### src/rtl/register_file_pkg.sv
// Shared types and constants for the multi-port register file and its clear sequencer.
package register_file_pkg;

    typedef enum logic {
        CLEAR_IDLE,
        CLEAR_RUN
    } clear_state_t;

    localparam int ZERO_ADDR = 0;

endpackage

### src/rtl/register_file_clear_fsm.sv
// Bulk-clear sequencer: sweeps every clearable address once, one per cycle, then returns to idle.
module register_file_clear_fsm
    import register_file_pkg::*;
#(
    parameter int ADDR_BITS = 4,
    parameter int ZERO_REG  = 1
) (
    input  logic                 clk,
    input  logic                 reset,
    input  logic                 clear_req,
    output logic                 busy,
    output logic                 clear_we,
    output logic [ADDR_BITS-1:0] clear_addr,
    output clear_state_t         state
);

    // r0 has no storage when hard-wired, so the sweep starts just above it.
    localparam logic [ADDR_BITS-1:0] FIRST_ADDR =
        (ZERO_REG != 0) ? ADDR_BITS'(ZERO_ADDR + 1) : ADDR_BITS'(ZERO_ADDR);

    logic [ADDR_BITS-1:0] idx;

    always_ff @(posedge clk) begin
        if (reset) begin
            state <= CLEAR_IDLE;
            idx   <= '0;
            busy  <= 1'b0;
        end else begin
            case (state)
                CLEAR_IDLE: begin
                    if (clear_req) begin
                        state <= CLEAR_RUN;
                        idx   <= FIRST_ADDR;
                        busy  <= 1'b1;
                    end
                end
                CLEAR_RUN: begin
                    if (&idx) begin
                        state <= CLEAR_IDLE;
                        busy  <= 1'b0;
                    end else begin
                        idx <= idx + 1'b1;
                    end
                end
                default: begin
                    state <= CLEAR_IDLE;
                    busy  <= 1'b0;
                end
            endcase
        end
    end

    assign clear_we   = (state == CLEAR_RUN);
    assign clear_addr = idx;

endmodule

### src/rtl/register_file_mp.sv
// Parametrised multi-port register file with registered reads, write forwarding,
// a pending-write scoreboard and a sequenced bulk clear.
module register_file_mp
    import register_file_pkg::*;
#(
    parameter int XLEN       = 32,
    parameter int ADDR_BITS  = 4,
    parameter int READ_PORTS = 2,
    parameter int ZERO_REG   = 1,
    parameter int FORWARD    = 1
) (
    input  logic                            clk,
    input  logic                            reset,
    input  logic                            write_en_n,
    input  logic [ADDR_BITS-1:0]            write_addr,
    input  logic [XLEN-1:0]                 write_data,
    input  logic                            read_en_n,
    input  logic [READ_PORTS*ADDR_BITS-1:0] read_addr,
    output logic [READ_PORTS*XLEN-1:0]      read_data,
    output logic [READ_PORTS-1:0]           read_pending,
    input  logic                            reserve_en_n,
    input  logic [ADDR_BITS-1:0]            reserve_addr,
    input  logic                            clear_req,
    output logic                            busy
);

    localparam int DEPTH = 1 << ADDR_BITS;

    logic [XLEN-1:0]      mem [DEPTH];
    logic [DEPTH-1:0]     pending;
    logic [DEPTH-1:0]     pending_next;
    logic                 clear_we;
    logic [ADDR_BITS-1:0] clear_addr;
    clear_state_t         clear_state;
    logic                 sweeping;
    logic                 write_ok;
    logic                 reserve_ok;

    function automatic logic is_zero_addr(input logic [ADDR_BITS-1:0] a);
        return (ZERO_REG != 0) && (a == ADDR_BITS'(ZERO_ADDR));
    endfunction

    register_file_clear_fsm #(
        .ADDR_BITS (ADDR_BITS),
        .ZERO_REG  (ZERO_REG)
    ) u_clear_fsm (
        .clk        (clk),
        .reset      (reset),
        .clear_req  (clear_req),
        .busy       (busy),
        .clear_we   (clear_we),
        .clear_addr (clear_addr),
        .state      (clear_state)
    );

    // Writes and reserves are dropped for the whole sweep so the clear is never overtaken.
    assign sweeping   = (clear_state == CLEAR_RUN);
    assign write_ok   = !write_en_n && !sweeping && !is_zero_addr(write_addr);
    assign reserve_ok = !reserve_en_n && !sweeping && !is_zero_addr(reserve_addr);

    // Reserve is applied after write-clear, so a new producer wins over a retiring one.
    for (genvar i = 0; i < DEPTH; i++) begin : g_pending
        if ((ZERO_REG != 0) && (i == ZERO_ADDR)) begin : g_zero
            assign pending_next[i] = 1'b0;
        end else begin : g_entry
            assign pending_next[i] =
                (clear_we   && (clear_addr   == ADDR_BITS'(i))) ? 1'b0 :
                (reserve_ok && (reserve_addr == ADDR_BITS'(i))) ? 1'b1 :
                (write_ok   && (write_addr   == ADDR_BITS'(i))) ? 1'b0 :
                pending[i];
        end
    end

    always_ff @(posedge clk) begin
        if (reset) begin
            for (int i = 0; i < DEPTH; i++) begin
                mem[i] <= '0;
            end
            pending <= '0;
        end else begin
            pending <= pending_next;
            if (clear_we) begin
                mem[clear_addr] <= '0;
            end else if (write_ok) begin
                mem[write_addr] <= write_data;
            end
        end
    end

    for (genvar p = 0; p < READ_PORTS; p++) begin : g_read
        logic [ADDR_BITS-1:0] addr;
        logic                 fwd;
        logic [XLEN-1:0]      data_q;
        logic                 pend_q;

        assign addr = read_addr[p*ADDR_BITS +: ADDR_BITS];
        assign fwd  = (FORWARD != 0) && write_ok && (write_addr == addr);

        always_ff @(posedge clk) begin
            if (reset) begin
                data_q <= '0;
                pend_q <= 1'b0;
            end else if (!read_en_n) begin
                if (fwd) begin
                    data_q <= write_data;
                end else if (is_zero_addr(addr)) begin
                    data_q <= '0;
                end else begin
                    data_q <= mem[addr];
                end
                pend_q <= pending_next[addr];
            end
        end

        assign read_data[p*XLEN +: XLEN] = data_q;
        assign read_pending[p]           = pend_q;
    end

endmodule

### config.mk
export PLATFORM = sky130hd
export DESIGN_NAME = register_file_mp
export DESIGN_NICKNAME = d
export VERILOG_FILES = /design/src/rtl/register_file_pkg.sv /design/src/rtl/register_file_clear_fsm.sv /design/src/rtl/register_file_mp.sv
export SDC_FILE = /design/constraint.sdc
export NUM_CORES = 1
export LEC_CHECK = 0
export ABC_CLOCK_PERIOD_IN_PS = 9510
export CORE_MARGIN = 2
export CORE_UTILIZATION = 30
export CTS_CLUSTER_DIAMETER = 40
export DETAILED_ROUTE_END_ITERATION = 12
export GPL_TIMING_DRIVEN = 0
export SYNTH_ARGS = -nofsm -noshare
export SYNTH_HDL_FRONTEND = slang
export SYNTH_SLANG_ARGS = --single-unit
### constraint.sdc
create_clock -name clk -period 9.51 [get_ports clk]
set_clock_uncertainty 0.05 [all_clocks]
set_input_delay 1.902 -clock clk [delete_from_list [all_inputs] [get_ports clk]]
set_output_delay 1.902 -clock clk [all_outputs]
set_load 0.02 [all_outputs]
# Word-level counts from Yosys, hierarchy flattened
# Memory sizes are Yosys's and may differ from the RTL's.
# Index checks and enable logic that the tools add are counted.
# totals
wordCells	205
n_memories	1
ram_bits	512
inputBits	54
reg_bits	87
# classes
n_mux	77
magnitude_cmp	2
n_reduce_logical	65
addsub	1
n_bitwise	1
n_eq_ne	50
# mem_list
name	depth	word_bits	read_ports	rd_clocked_by_memory_dff	write_ports	line	source
mem	16	32	2	0	16	register_file_mp.sv:29	logic [XLEN-1:0] mem [DEPTH];
# op_table
op	count
two-way mux 32 bit	6
== test 4 bit (second input constant)	24
OR reduction 32 bit	2
two-way mux 1 bit	62
logical AND 1 bit	51
== test 4 x 3 -> 1 bit (second input constant)	12
== test 4 x 2 -> 1 bit (second input constant)	6
logical NOT 4 bit	4
two-way mux 4 bit	4
== test 4 x 1 -> 1 bit (second input constant)	3
less-than comparator 4 x 5 -> 1 bit (second input constant)	2
binary-select mux 1 bit (select 4 bit)	2
== test 4 bit	2
one-hot mux 4 bit (2 select lines)	1
inequality test 2 bit (second input constant)	3
logical NOT 1 bit	5
adder 4 x 1 -> 4 bit (second input constant)	1
one-hot mux 1 bit (2 select lines)	2
AND reduction 2 bit	2
AND reduction 4 bit	1
NOT 1 bit	1

# Logic depth before layout (Yosys ltp)
# Gate-level depths: netlist (run 1).
# depth
depth_word	9
mapped_depth	9

# By module
# Synthesis (run 1) repeated with hierarchy kept, for this count alone.
# hier_totals
cells_unflattened	2286
area_unflattened_um2	30536.8
# modules_own_cells
mod	cells_each	instances	area_each_um2
register_file_mp	2257	1	30255.3
register_file_clear_fsm	29	1	281.5

# Worst setup path after synthesis (run 1)
# No wires, ideal clock.
# synth_path
path_type	input -> register
startpoint	input write_addr[0]
endpoint	memory mem[10][0] (enable)
path_stages	6
path_buffers	2
setup_slack_ps	4329
arrival_time_ps	4703
path_cell_list	buf_2 > nor2_1 > a2111oi_4 > buf_2 > a21oi_1 > o21bai_1
# synth_rtl
element	line	source
start, declared	register_file_mp.sv:15	input logic [ADDR_BITS-1:0] write_addr,
end, declared	register_file_mp.sv:29	

# Worst setup path in the final report (run 1)
# layout_path
startpoint	input read_addr[2]
endpoint	register g_read[0].data_q[3]
# layout_via
elab_chain_len	3
elab_cells_between_ends	6
cone_classes	eq/ne: 1; mux: 2; reduce/logical: 2; memory: 1
# layout_lines
element	line	source
start, declared	register_file_mp.sv:18	input logic [READ_PORTS*ADDR_BITS-1:0] read_addr,
memory read (16 x 32 bit) (tied with other cells)	--	
two-way mux 32 bit / logical AND 1 bit (equally long branches)	register_file_mp.sv:106, register_file_mp.sv:97	
two-way mux 32 bit (*)	register_file_mp.sv:104	if (fwd) begin
end signal, assigned	register_file_mp.sv:105	data_q <= write_data;
end signal, assigned	register_file_mp.sv:109	data_q <= mem[addr];
end, declared	register_file_mp.sv:93	logic [XLEN-1:0] data_q;
# Every way passes the cells marked *; elsewhere a longest branch is shown, timed or not.
# A chain may end at the register's enable or synchronous reset.

==> results.ini, run 1 <==
[outcome]
status=finished, final reports clean

[critical_path]
cp_slowest_cell=clkbuf_1
critPathLaunch=read_addr[2]
cpMostUsedCell=clkbuf_1
path_buf_inv=3
start_kind=primary input
cp-end-kind=flip-flop
cp.required_ns=9.99
cpLargestDelayFamily=buffers and inverters
timing.rr.end=g_read[1].data_q[28]$_SDFFE_PP0N_
critical_path_class=primary input to flip-flop
r2r_start=u_clear_fsm.clear_we$_SDFF_PP0_
path_cells=clkdlybuf4s50_1 -> clkbuf_1 -> clkbuf_1 -> mux4_2 -> mux2i_1 -> a211oi_1 -> a221o_1
max_stage_delay_ns=0.82
reg2reg_slack_ns=5.98
crit_path_max_fanout=10
ff2ff_path_depth=7
crit_arrival_ns=5.54

[clock_tree]
holdBufCountCts=0
cts-root-buf=clkbuf_16
cts_tree=built
cts.clk_slew.worst_paths_ns=0.06
postCtsSetupRepairBufs=0
cts_buffers=85
cts_buffer_depth=3
clock_latency_ns=0.67
ctsResizeCount=0
clock_sinks=599
h-tree-depth=3

[routing]
drt_pass1_iterations=6
avgRoutedWirePerCell_um=27.28
via_per_inst=5.607
drt_iter0_drc=2793
drc=0
vias=21090
drt-total-wl_mm=102.6
postRouteAntennaNets=0

[cells_and_area]
syn2layout_area_growth_pct=20.20
postLayoutCellArea_um2=35970
nFillCells=9385
diodes=0
final_nets=2462
instances_no_fill=3762
drive_above_1_share_pct=19.64

[global_route]
grt_pass1_wl_mm=146.3
grt_max_degree=33
grt_overflow_total=0
antenna_found_initial=2
grt_use_total_pct=19.80
grt_pass1_vias=20970

[yosys]
postSynthCellCount=2161
synth_warnings=0
ys_ff_latch=599
syn_area_per_cell_um2=13.85
synthMuxAreaShare_pct=21.70
yosysSeqAreaShare_pct=57.20
async_flop_share_pct=0
yosys_most_used_dff=edfxtp_1
ys_top_cells_by_area=edfxtp_1 51%, mux4_2 19%, nor2_1 6.4%
synth_compound_area_share_pct=7.196
synthAdderAreaFrac_pct=0.1673
synthDistinctLibCells=62
synth_top_cell_by_area=edfxtp_1
synth-xor-area-share_pct=0.2634
yosys.area_share.simple_pct=10.42
synth_top_family_by_area=multiplexers
synthesis.area_um2=29920
synth_top_area_share_pct=51.38
synth_edf_count=512

[floorplanning]
initial_core_util_pct=30.36
dieArea_um2=102300
die_h_um=319.8
dieWidth_um=319.8
core_area_um2=98560
pin_count=121
rows=115

[timing]
hold_viol=0
finalSetupViolations=0
rsz0062_at_grt=no
slew_headroom_pct=3.841
tns_ns=0
fin_crit_sh_pct=53.19
drv_slew=0
clock.fmax_mhz=197.7
min_period_ns=5.058
tightest_slew_ns=1.431

[power_and_ir_drop]
p_per_area_nw_per_um2=193.0
ir_drop_mv=0.1182
leakagePower_uw=0.01178

[placement]
dp_hpwl_mm=74.46
dp.cells=3604
place.gp.congestion=0.9218
port_buffers=109
dpl-instance-area_um2=33150

[worst_hold_path]
hold_start=g_read[1].data_q[26]$_SDFFE_PP0N_
min_path_cells=1
hp-class=flip-flop to flip-flop
min_to=g_read[1].data_q[26]$_SDFFE_PP0N_

[job]
maxCapViolations=0

[worst register-to-register path: cells and delay by family (launching register included)]
kind                   cells  cell delay [ns]
AO/OA/AOI/OAI              2             0.67
buffers and inverters      3             1.14
flip-flops                 1             0.36
AND/OR/NAND/NOR            2             1.26
[placed cells by master, fill, tap and decap left out, types with 8 or more instances in the layout]
master | synthesis | final
edfxtp_1 | 512 | 512
mux4_2 | 257 | 257
clkinvlp_4 | 0 | 8
buf_1 | 22 | 22
conb_1 | 1 | 32
buf_2 | 43 | 43
nand2b_2 | 0 | 14
dfxtp_1 | 87 | 87
buf_12 | 0 | 10
clkinv_4 | 0 | 8
clkdlybuf4s50_1 | 0 | 109
inv_6 | 0 | 17
a221o_1 | 64 | 64
a211oi_1 | 131 | 131
clkbuf_1 | 152 | 166
nor3_1 | 8 | 8
o221ai_1 | 9 | 9
clkinv_2 | 0 | 8
nor2_1 | 507 | 507
nand3_1 | 12 | 12
mux2i_1 | 67 | 67
clkbuf_16 | 0 | 85
nand2_1 | 80 | 80
nor2b_1 | 73 | 73
a21oi_1 | 23 | 23
[stage by stage]
| stage | utilization (%) | hold WS, ns | setup WS [ns] | total power (µW) |
|---|---|---|---|---|
| floorplan | - | 0.4111 | 4.329 | 3497 |
| global placement | 33.22 | 0.4225 | 1.441 | 3802 |
| detailed placement | 33.64 | 0.4235 | 3.892 | 3825 |
| CTS | 36.49 | 0.4404 | 4.574 | 6948 |
| global route | 36.49 | 0.4620 | 4.450 | 7099 |
| finish | 36.49 | 0.4401 | 4.452 | 6943 |
[layout make-up]
| class | instances | area (µm²) | area share (%) |
|---|---|---|---|
| multi-input cells | 1367 | 12060 | 33.53 |
| clock inverters | 58 | 621.8 | 1.729 |
| clock buffers | 100 | 2193 | 6.098 |
| inverters | 7 | 26.28 | 0.07305 |
| plain buffers | 219 | 883.3 | 2.456 |
| flip-flops and latches | 599 | 17120 | 47.59 |
| repair buffers | 125 | 1456 | 4.049 |
| well taps | 1287 | 1610 | 4.477 |
[Yosys cell counts, types with 8 or more instances]
cell	instances
a211oi_1	131
a21oi_1	23
a221o_1	64
buf_1	22
buf_2	43
clkbuf_1	152
dfxtp_1	87
edfxtp_1	512
mux2i_1	67
mux4_2	257
nand2_1	80
nand2b_1	18
nand3_1	12
nor2_1	507
nor2b_1	73
nor3_1	8
o221ai_1	9
[sequential cells by signal (all words and copies together) (netlist names)]
signal                  count
g_read.data_q              64
pending                    15
u_clear_fsm.clear_addr      4
u_clear_fsm.busy            1
mem                       512
u_clear_fsm.clear_we        1
g_read.pend_q               2
[metal layers]
| layer | vias to the layer above | track usage [%] | routed length, µm |
|---|---|---|---|
| met5 | - | 0 | 11 |
| met4 | 2 | 8.197 | 4198 |
| met3 | 222 | 3.736 | 10760 |
| met2 | 1315 | 32.14 | 48330 |
| met1 | 10690 | 26.04 | 39340 |
| li1 | 8860 | - | - |
[worst max-delay path by stage]
stage	slack, ns	cells after the start	endpoint
4_1_cts	4.57	10	mem[9][18]$_SDFFCE_PN0P_
6_report	4.45	7	g_read[0].data_q[3]$_SDFFE_PP0N_
5_1_grt	4.45	10	mem[9][18]$_SDFFCE_PN0P_
3_3_place_gp	1.44	7	mem[10][15]$_SDFFCE_PN0P_
3_5_place_dp	3.89	10	mem[9][16]$_SDFFCE_PN0P_
2_1_floorplan	4.33	6	mem[10][0]$_SDFFCE_PN0P_
[where the power goes]
group | switching, µW | internal, µW | leakage (µW)
logic | 447 | 310 | 0.00443
clock network | 1300 | 1860 | 0.00135
registers | 65.9 | 2960 | 0.00599
[kinds of logic (layout without fill, tap and decap cells)]
kind of cell    count (synthesis)  after routing
buf+inv                       226            509
compound gates                267            267
mux                           327            327
xor+xnor                        9              9
fa+ha+maj                       4              4
flops                         599            599
other cells                     1             32
simple gates                  728            728
Power figures use the tool's default switching activity.
==> inputs of run 2 (changes only) <==
--- a/config.mk
+++ b/config.mk
@@ -5,7 +5,7 @@
 export SDC_FILE = /design/constraint.sdc
 export NUM_CORES = 1
 export LEC_CHECK = 0
-export ABC_CLOCK_PERIOD_IN_PS = 9510
+export ABC_CLOCK_PERIOD_IN_PS = 4200
 export CORE_MARGIN = 2
 export CORE_UTILIZATION = 30
 export CTS_CLUSTER_DIAMETER = 40
==> constraint.sdc (replaced) <==
create_clock -name clk -period 4.2 [get_ports clk]
set_clock_uncertainty 0.05 [all_clocks]
set_input_delay 0.84 -clock clk [delete_from_list [all_inputs] [get_ports clk]]
set_output_delay 0.84 -clock clk [all_outputs]
set_load 0.02 [all_outputs]
==> results of run 2 <==
Same layout as run 1 (identical final DEF). Status: finished, final reports clean.
Among the figures that moved: setup slack after placement 3.892 ns -> -0.3555 ns; setup slack after layout 4.452 ns -> 0.2040 ns; register-to-register setup slack 5.98 ns -> 0.67 ns; total power 6943 µW -> 15720 µW; worst IR drop on VDD 0.1182 mV -> 0.2677 mV
